File: src/rtl/rr_dec_pkg.sv
// Shared types, sizes and the rotating-priority search for the round-robin decoder arbiter.
package rr_dec_pkg;

  localparam int N_REQ = 8;
  localparam int IDX_W = 3;

  typedef enum logic [1:0] {
    StIdle,
    StGrant,
    StSwitch
  } state_e;

  // First set request at or after ptr, wrapping modulo N_REQ; returns ptr when req is empty.
  function automatic logic [IDX_W-1:0] next_rr(input logic [N_REQ-1:0] req,
                                              input logic [IDX_W-1:0] ptr);
    logic [IDX_W-1:0] idx;
    next_rr = ptr;
    // Walk from the farthest offset down so the nearest set bit is assigned last.
    for (int i = N_REQ - 1; i >= 0; i--) begin
      idx = ptr + IDX_W'(i);
      if (req[idx]) next_rr = idx;
    end
  endfunction

endpackage

File: src/rtl/dec3to8_en.sv
// Combinational 3-to-8 one-hot decoder with enable; output is all-zero when disabled.
module dec3to8_en
  import rr_dec_pkg::*;
(
  input  logic [IDX_W-1:0] idx,
  input  logic             en,
  output logic [N_REQ-1:0] y
);

  always_comb begin
    y = '0;
    if (en) y = N_REQ'(1) << idx;
  end

endmodule

File: src/rtl/rr_dec_arbiter.sv
// Eight-way round-robin arbiter with bounded hold time and a one-cycle gap between owners.
module rr_dec_arbiter
  import rr_dec_pkg::*;
#(
  parameter int unsigned HOLD_MAX = 4
) (
  input  logic             clk,
  input  logic             rst_n,
  input  logic [N_REQ-1:0] req,
  output logic [N_REQ-1:0] gnt,
  output logic [IDX_W-1:0] gnt_idx,
  output logic             gnt_valid,
  output logic             busy
);

  localparam int unsigned HcntW = (HOLD_MAX == 0) ? 1 : $clog2(HOLD_MAX + 1);
  localparam logic [HcntW-1:0] HcntMax = HcntW'(HOLD_MAX);

  state_e           state_q, state_d;
  logic [IDX_W-1:0] ptr_q, ptr_d;
  logic [IDX_W-1:0] idx_q, idx_d;
  logic [HcntW-1:0] hcnt_q, hcnt_d;
  logic [IDX_W-1:0] winner;
  logic [N_REQ-1:0] others;

  assign winner = next_rr(req, ptr_q);
  assign others = req & ~(N_REQ'(1) << idx_q);

  always_comb begin
    state_d = state_q;
    ptr_d   = ptr_q;
    idx_d   = idx_q;
    hcnt_d  = hcnt_q;
    unique case (state_q)
      StIdle, StSwitch: begin
        if (|req) begin
          state_d = StGrant;
          idx_d   = winner;
          ptr_d   = winner + IDX_W'(1);
          hcnt_d  = HcntW'(1);
        end else begin
          state_d = StIdle;
        end
      end
      StGrant: begin
        if (!req[idx_q]) begin
          state_d = StSwitch;
        end else if ((HOLD_MAX != 0) && (hcnt_q == HcntMax) && (|others)) begin
          state_d = StSwitch;
        end else if ((HOLD_MAX != 0) && (hcnt_q != HcntMax)) begin
          hcnt_d = hcnt_q + HcntW'(1);
        end
      end
      default: state_d = StIdle;
    endcase
  end

  always_ff @(posedge clk) begin
    if (!rst_n) begin
      state_q <= StIdle;
      ptr_q   <= '0;
      idx_q   <= '0;
      hcnt_q  <= '0;
    end else begin
      state_q <= state_d;
      ptr_q   <= ptr_d;
      idx_q   <= idx_d;
      hcnt_q  <= hcnt_d;
    end
  end

  assign gnt_valid = (state_q == StGrant);
  assign busy      = (state_q != StIdle);
  assign gnt_idx   = idx_q;

  dec3to8_en u_dec (
    .idx (idx_q),
    .en  (gnt_valid),
    .y   (gnt)
  );

endmodule
File: config.mk
export PLATFORM = sky130hd
export DESIGN_NAME = rr_dec_arbiter
export DESIGN_NICKNAME = d
export VERILOG_FILES = /design/src/rtl/rr_dec_pkg.sv /design/src/rtl/dec3to8_en.sv /design/src/rtl/rr_dec_arbiter.sv
export SDC_FILE = /design/constraint.sdc
export NUM_CORES = 1
export LEC_CHECK = 0
export CORE_MARGIN = 5
export CORE_UTILIZATION = 51
export CTS_CLUSTER_SIZE = 16
export DETAILED_ROUTE_END_ITERATION = 8
export PLACE_DENSITY = 0.77
export SLEW_MARGIN = 30
export SYNTH_ARGS = -nofsm -noshare
export SYNTH_HDL_FRONTEND = slang
export SYNTH_HIERARCHICAL = 1
export SYNTH_SLANG_ARGS = --single-unit
File: constraint.sdc
create_clock -name clk -period 3.4 [get_ports clk]
set_input_delay 0.34 -clock clk [delete_from_list [all_inputs] [get_ports clk]]
set_output_delay 0.34 -clock clk [all_outputs]
set_load 0.01 [all_outputs]
==> flow_summary.yaml, run 1 <==
floorplanning:
  die_w_um: 68.17
  coreArea_mm2: 0.003311
  boundaryPins: 23
  die_area_mm2: 0.004646
  start_util: 0.5212
  fp.dieH_um: 68.17
  num_rows: 21
logic_synthesis:
  ys_ff_latch: 11
  syn-cell-area_mm2: 0.001725
  seq_area_frac_synth: 0.1276
  synth_nets: 209
  synth_top_area_frac: 0.1436
  synth_edf_count: 0
  async_reset_ff_frac: 0
  ys_types: 55
  yosysWarnings: 6
  synth_cells: 194
  yosys-top-cells-area: "mux4_2 (14%), dfxtp_1 (13%), mux2_2 (6.5%)"
  synth-main-ff-cell: "dfxtp_1"
  syn_area_per_cell_um2: 8.894
  synth_top_area_cell: "mux4_2"
placement:
  place_hpwl_um: 3882
  portBuffers: 22
  dp_cells: 274
  pre_cts_ws_ps: -57.57
  gp_congestion: 0.8920
clock_network:
  root_buffer: "clkbuf_4"
  cts_max_level: 1
  cts_buffers: 3
  tritoncts: "built"
  clk_path_buf_depth: 2
  ctsHoldBuffers: 0
  ctsResizeCount: 0
  clkSlewWorstSetupHoldPaths_ps: 70
  post_cts_buffers: 0
  cts_sinks: 11
  clock_latency_ps: 260
drt:
  postRouteAntennaNets: 0
  drc: 0
  avgViaCountPerCell: 6.496
  detail_route.iter0.violations: 164
  wire_per_inst_um: 18.64
  vias: 1806
  drt_wl_total_um: 5181
  first_pass_iters: 4
global_routing:
  antenna_found_initial: 0
  grt_max_degree: 19
  grt_pass1_vias: 1795
  grt_usage: 0.2370
  overflow: 0
  grt_pass1_wl_um: 8418
critical_path:
  worst-path-max-fanout: 6
  critPathRequiredTime_ps: 3540
  r2r_slack_ps: 140
  cp_slowest_cell: "mux4_2"
  reg2reg_depth: 13
  cp.arrival_ps: 3410
  cp_num_buf_inv: 2
  crit_family: "multiplexers"
  r2r-end: "ptr_q[2]$_SDFFE_PN0P_"
  cp.depth: 13
  crit_path_end: "ptr_q[2]$_SDFFE_PN0P_"
  crit_start: "ptr_q[0]$_SDFFE_PN0P_"
  crit_chain: "clkinv_1 -> ha_4 -> buf_4 -> mux4_2 -> mux2i_1 -> mux2_2 -> a311oi_1 -> a21oi_1 -> ha_1 -> nand2_1 -> a211oi_2 -> a21oi_1 -> o32ai_1"
  r2r-start: "ptr_q[0]$_SDFFE_PN0P_"
  crit_path_end_kind: "register"
  criticalPathCategory: "register to register"
  crit_top_cell: "a21oi_1"
  startpoint_type: "register"
  slowest_delay_ps: 510
sta:
  final-hold-violation-count: 0
  setup_viol: 0
  drv_slew: 0
  setup_ws_ps: 137.0
  fin_tns_setup_ps: 0
  skew_ps: 0.6646
  period_share: 0.9597
  period_needed_ps: 3263
  worst_pin_slew_ps: 601.2
  slew_headroom: 0.5987
  max_freq_ghz: 0.3065
final_layout:
  drive_above_1_share: 0.2759
  final_util: 0.6587
  layout_common_cells: "buf_4 (26), clkdlybuf4s50_1 (22), nand2_1 (19)"
  layout.nets: 248
  post_layout_nonfiller_instances: 278
  mostFrequentLayoutCell: "buf_4"
  insertedDiodeCount: 0
  final.fill_count: 285
  syn2layout_area_growth_pct: 26.40
outcome:
  status: "finished, final reports clean"
power:
  p_total_uw: 1915
  leakagePower_uw: 0.0008496
  ir_drop_v: 0.0004037
  power_density_mw_per_mm2: 878.1
flow_run:
  max-cap-violations: 0
worst_hold_path:
  hold_class: "register to register"
## synth_stat cells, types with 3 or more instances
master	count
mux4_2	11
mux2i_1	10
nand2b_1	5
buf_2	4
o21ai_0	5
mux2_2	10
a21oi_1	11
a211oi_1	3
dfxtp_1	11
a31oi_1	3
ha_1	5
nor3_1	4
clkbuf_1	10
xnor2_1	4
inv_1	10
nand2_1	19
mux4_1	4
nor2_1	13
and2_1	3
## power by group
group | switching [uW] | internal (uW) | total [uW]
combinational | 771 | 811 | 1580
clock | 42.7 | 45.3 | 87.9
sequential | 80.8 | 164 | 245
## sequential cells by signal (all words and copies together), names as in the netlist
| signal | flops |
|---|---|
| hcnt_q | 3 |
| state_q | 2 |
| ptr_q | 3 |
| gnt_idx | 3 |
## stage by stage
stage | instance area, um^2 | hold slack [ps]
2_1_floorplan | 1725 | 449.3
3_3_place_gp | 2137 | 479.6
3_5_place_dp | 2137 | 512.5
4_1_cts | 2163 | 523.5
5_1_grt | 2181 | 549.5
6_report | 2181 | 534.0
## area by class of cell
type                            instances  area [um^2]  area share
Clock buffer                            4        26.28     0.01205
Inverter                               11        41.29     0.01893
Multi-Input combinational cell        157         1409      0.6460
Sequential cell                        11        220.2      0.1010
Tap cell                               46        57.56     0.02639
Timing Repair Buffer                   49        426.7      0.1956
## metal layers
metal	global-route usage	routed length (um)	vias to the layer above
met5	0	0	-
met4	0.04963	113	0
met3	0.03448	379	15
met2	0.4212	2615	83
met1	0.3026	2072	880
li1	-	-	828
## worst min path at each step
stage / slack, ps / startpoint / cells after the start / end
2_1_floorplan: 450 / rst_n / 2 / gnt_idx[1]$_SDFFE_PN0P_
3_3_place_gp: 480 / hcnt_q[0]$_SDFFE_PN0P_ / 2 / hcnt_q[0]$_SDFFE_PN0P_
3_5_place_dp: 510 / hcnt_q[0]$_SDFFE_PN0P_ / 2 / hcnt_q[0]$_SDFFE_PN0P_
4_1_cts: 520 / hcnt_q[0]$_SDFFE_PN0P_ / 2 / hcnt_q[0]$_SDFFE_PN0P_
5_1_grt: 550 / hcnt_q[0]$_SDFFE_PN0P_ / 2 / hcnt_q[0]$_SDFFE_PN0P_
6_report: 530 / hcnt_q[0]$_SDFFE_PN0P_ / 2 / hcnt_q[0]$_SDFFE_PN0P_
## worst reg2reg max path, stage by stage (launching register included)
cell      delay, ps
dfxtp_1         350
clkinv_1        130
ha_4            340
buf_4           150
mux4_2          510
mux2i_1         210
mux2_2          380
a311oi_1        390
a21oi_1         130
ha_1            230
nand2_1          80
a211oi_2         50
a21oi_1         130
o32ai_1          90
## logic make-up after synthesis
kind of cell	after synthesis	synth area share
buf+inv	26	0.06382
flops	11	0.1276
fa+ha+maj	5	0.03626
mux	35	0.3278
simple gates	64	0.2117
compound gates	47	0.2023
xor+xnor	6	0.03046
(Power assumes the default switching activity.)
==> inputs of run 2 (changes only) <==
--- a/config.mk
+++ b/config.mk
@@ -9,7 +9,9 @@
 export CORE_UTILIZATION = 51
 export CTS_CLUSTER_SIZE = 16
 export DETAILED_ROUTE_END_ITERATION = 8
+export MAX_ROUTING_LAYER = met4
 export PLACE_DENSITY = 0.77
+export REMOVE_ABC_BUFFERS = 1
 export SLEW_MARGIN = 30
 export SYNTH_ARGS = -nofsm -noshare
 export SYNTH_HDL_FRONTEND = slang
==> run 2 against run 1 <==
Final area is the same. Routed wire length shrank 1.2%. Sequential share of layout area grew 0.057 points. Non-clock buffer count shrank 4. Clock-buffer cell count is the same. Power shrank 0.78%. Flip-flop and latch count is the same. Critical endpoint unchanged. Largest cell class unchanged.
==> flow_summary.yaml, run 2 (synthesis results as in run 1) <==
clock_network:
  cts_sinks: 11
  cts_buffers: 3
  tritoncts: "built"
  clock_latency_ps: 270
  root_buffer: "clkbuf_4"
  ctsHoldBuffers: 0
  cts_max_level: 1
  clk_path_buf_depth: 2
  clkSlewWorstSetupHoldPaths_ps: 70
flow_run:
  max-cap-violations: 0
critical_path:
  startpoint_type: "register"
  critPathRequiredTime_ps: 3580
  cp.arrival_ps: 3440
  slowest_delay_ps: 470
  worst-path-max-fanout: 4
  crit_top_cell: "a21oi_1"
  crit_path_end_kind: "register"
  cp_slowest_cell: "or4b_1"
  criticalPathCategory: "register to register"
  crit_chain: "clkinv_1 -> ha_4 -> mux4_2 -> mux2_2 -> or4b_1 -> a31oi_1 -> a311oi_2 -> a21oi_1 -> ha_1 -> nand2_1 -> a211oi_1 -> a21oi_1 -> o32ai_2"
placement:
  portBuffers: 22
  dp_cells: 270
  gp_congestion: 0.8800
  place_hpwl_um: 3828
drt:
  detail_route.iter0.violations: 138
  wire_per_inst_um: 18.69
  avgViaCountPerCell: 6.445
  postRouteAntennaNets: 0
  vias: 1766
  drt_wl_total_um: 5120
  drc: 0
  first_pass_iters: 4
floorplanning:
  die_w_um: 68.17
  boundaryPins: 23
  coreArea_mm2: 0.003311
  num_rows: 21
  start_util: 0.5212
  die_area_mm2: 0.004646
  fp.dieH_um: 68.17
sta:
  skew_ps: 6.369
  max_freq_ghz: 0.3064
  period_share: 0.9601
  period_needed_ps: 3264
  final-hold-violation-count: 0
  drv_slew: 0
  slew_headroom: 0.6047
  worst_pin_slew_ps: 592.1
  setup_viol: 0
power:
  leakagePower_uw: 0.0008445
  ir_drop_v: 0.0004363
  p_total_uw: 1900
  power_density_mw_per_mm2: 871.3
final_layout:
  post_layout_nonfiller_instances: 274
  syn2layout_area_growth_pct: 26.40
  layout_common_cells: "clkdlybuf4s50_1 (22), buf_4 (22), nand2_1 (19)"
  drive_above_1_share: 0.2719
  layout.nets: 244
  insertedDiodeCount: 0
global_routing:
  overflow: 0
  grt_usage: 0.2475
  grt_max_degree: 19
  grt_pass1_wl_um: 8411
  antenna_found_initial: 0
  grt_pass1_vias: 1790
outcome:
  status: "finished, final reports clean"
worst_hold_path:
  hold_class: "register to register"
[run 2: layout make-up]
| type | instances | area [um^2] |
|---|---|---|
| inverters | 11 | 41.29 |
| repair buffers | 45 | 405.4 |
| fillers | 282 | 1130 |
| well taps | 46 | 57.56 |
| flip-flops and latches | 11 | 221.5 |
| clock buffers | 4 | 26.28 |
| multi-input cells | 157 | 1429 |
[run 2: worst max-delay path: cells and delay by family (launching register included)]
kind	cells	cell delay, ps
buffers and inverters	1	140
muxes	2	620
AOI/OAI and AO/OA	6	1020
adders and majority gates	2	500
and+or+nand+nor	2	530
DFF	1	370
[run 2: stage by stage]
step                      setup TNS [ps]  hold slack (ps)  worst slack, ps  instance area [um^2]  utilization
after floorplan                   -833.0            449.3           -564.7                  1657            -
after global placement                 0            479.6            85.60                  2120       0.6402
after detailed placement          -106.2            517.0           -106.2                  2120       0.6402
after CTS                              0            528.1            20.73                  2146       0.6481
after global routing              -2.984            544.1           -2.984                  2181       0.6587
final                                  0            520.0            135.8                  2181       0.6587
[run 2: metal layers]
layer	track usage	share of wire	vias to the layer above
met5	-	0	-
met4	0.06452	0.014	0
met3	0.03941	0.067	9
met2	0.4236	0.51	80
met1	0.3021	0.40	855
li1	-	-	822
[run 2: what timing repair did]
item,in CTS,in global routing
gates resized for setup,0,5
setup buffers,0,0
setup endpoints to repair,0,2
[run 2: final timing paths]
path | cells past startpoint | endpoint | start | slack, ps
setup / recovery | 13 | ptr_q[2]$_SDFFE_PN0P_ | ptr_q[0]$_SDFFE_PN0P_ | 140
hold reg to reg | 2 | ptr_q[0]$_SDFFE_PN0P_ | ptr_q[0]$_SDFFE_PN0P_ | 520
hold / removal | 2 | ptr_q[0]$_SDFFE_PN0P_ | ptr_q[0]$_SDFFE_PN0P_ | 520
setup reg to reg | 13 | ptr_q[2]$_SDFFE_PN0P_ | ptr_q[0]$_SDFFE_PN0P_ | 140
[run 2: power by group]
part / internal, uW / switching, uW
logic: 798 / 768
clock network: 45.5 / 45.5
registers: 166 / 77.5
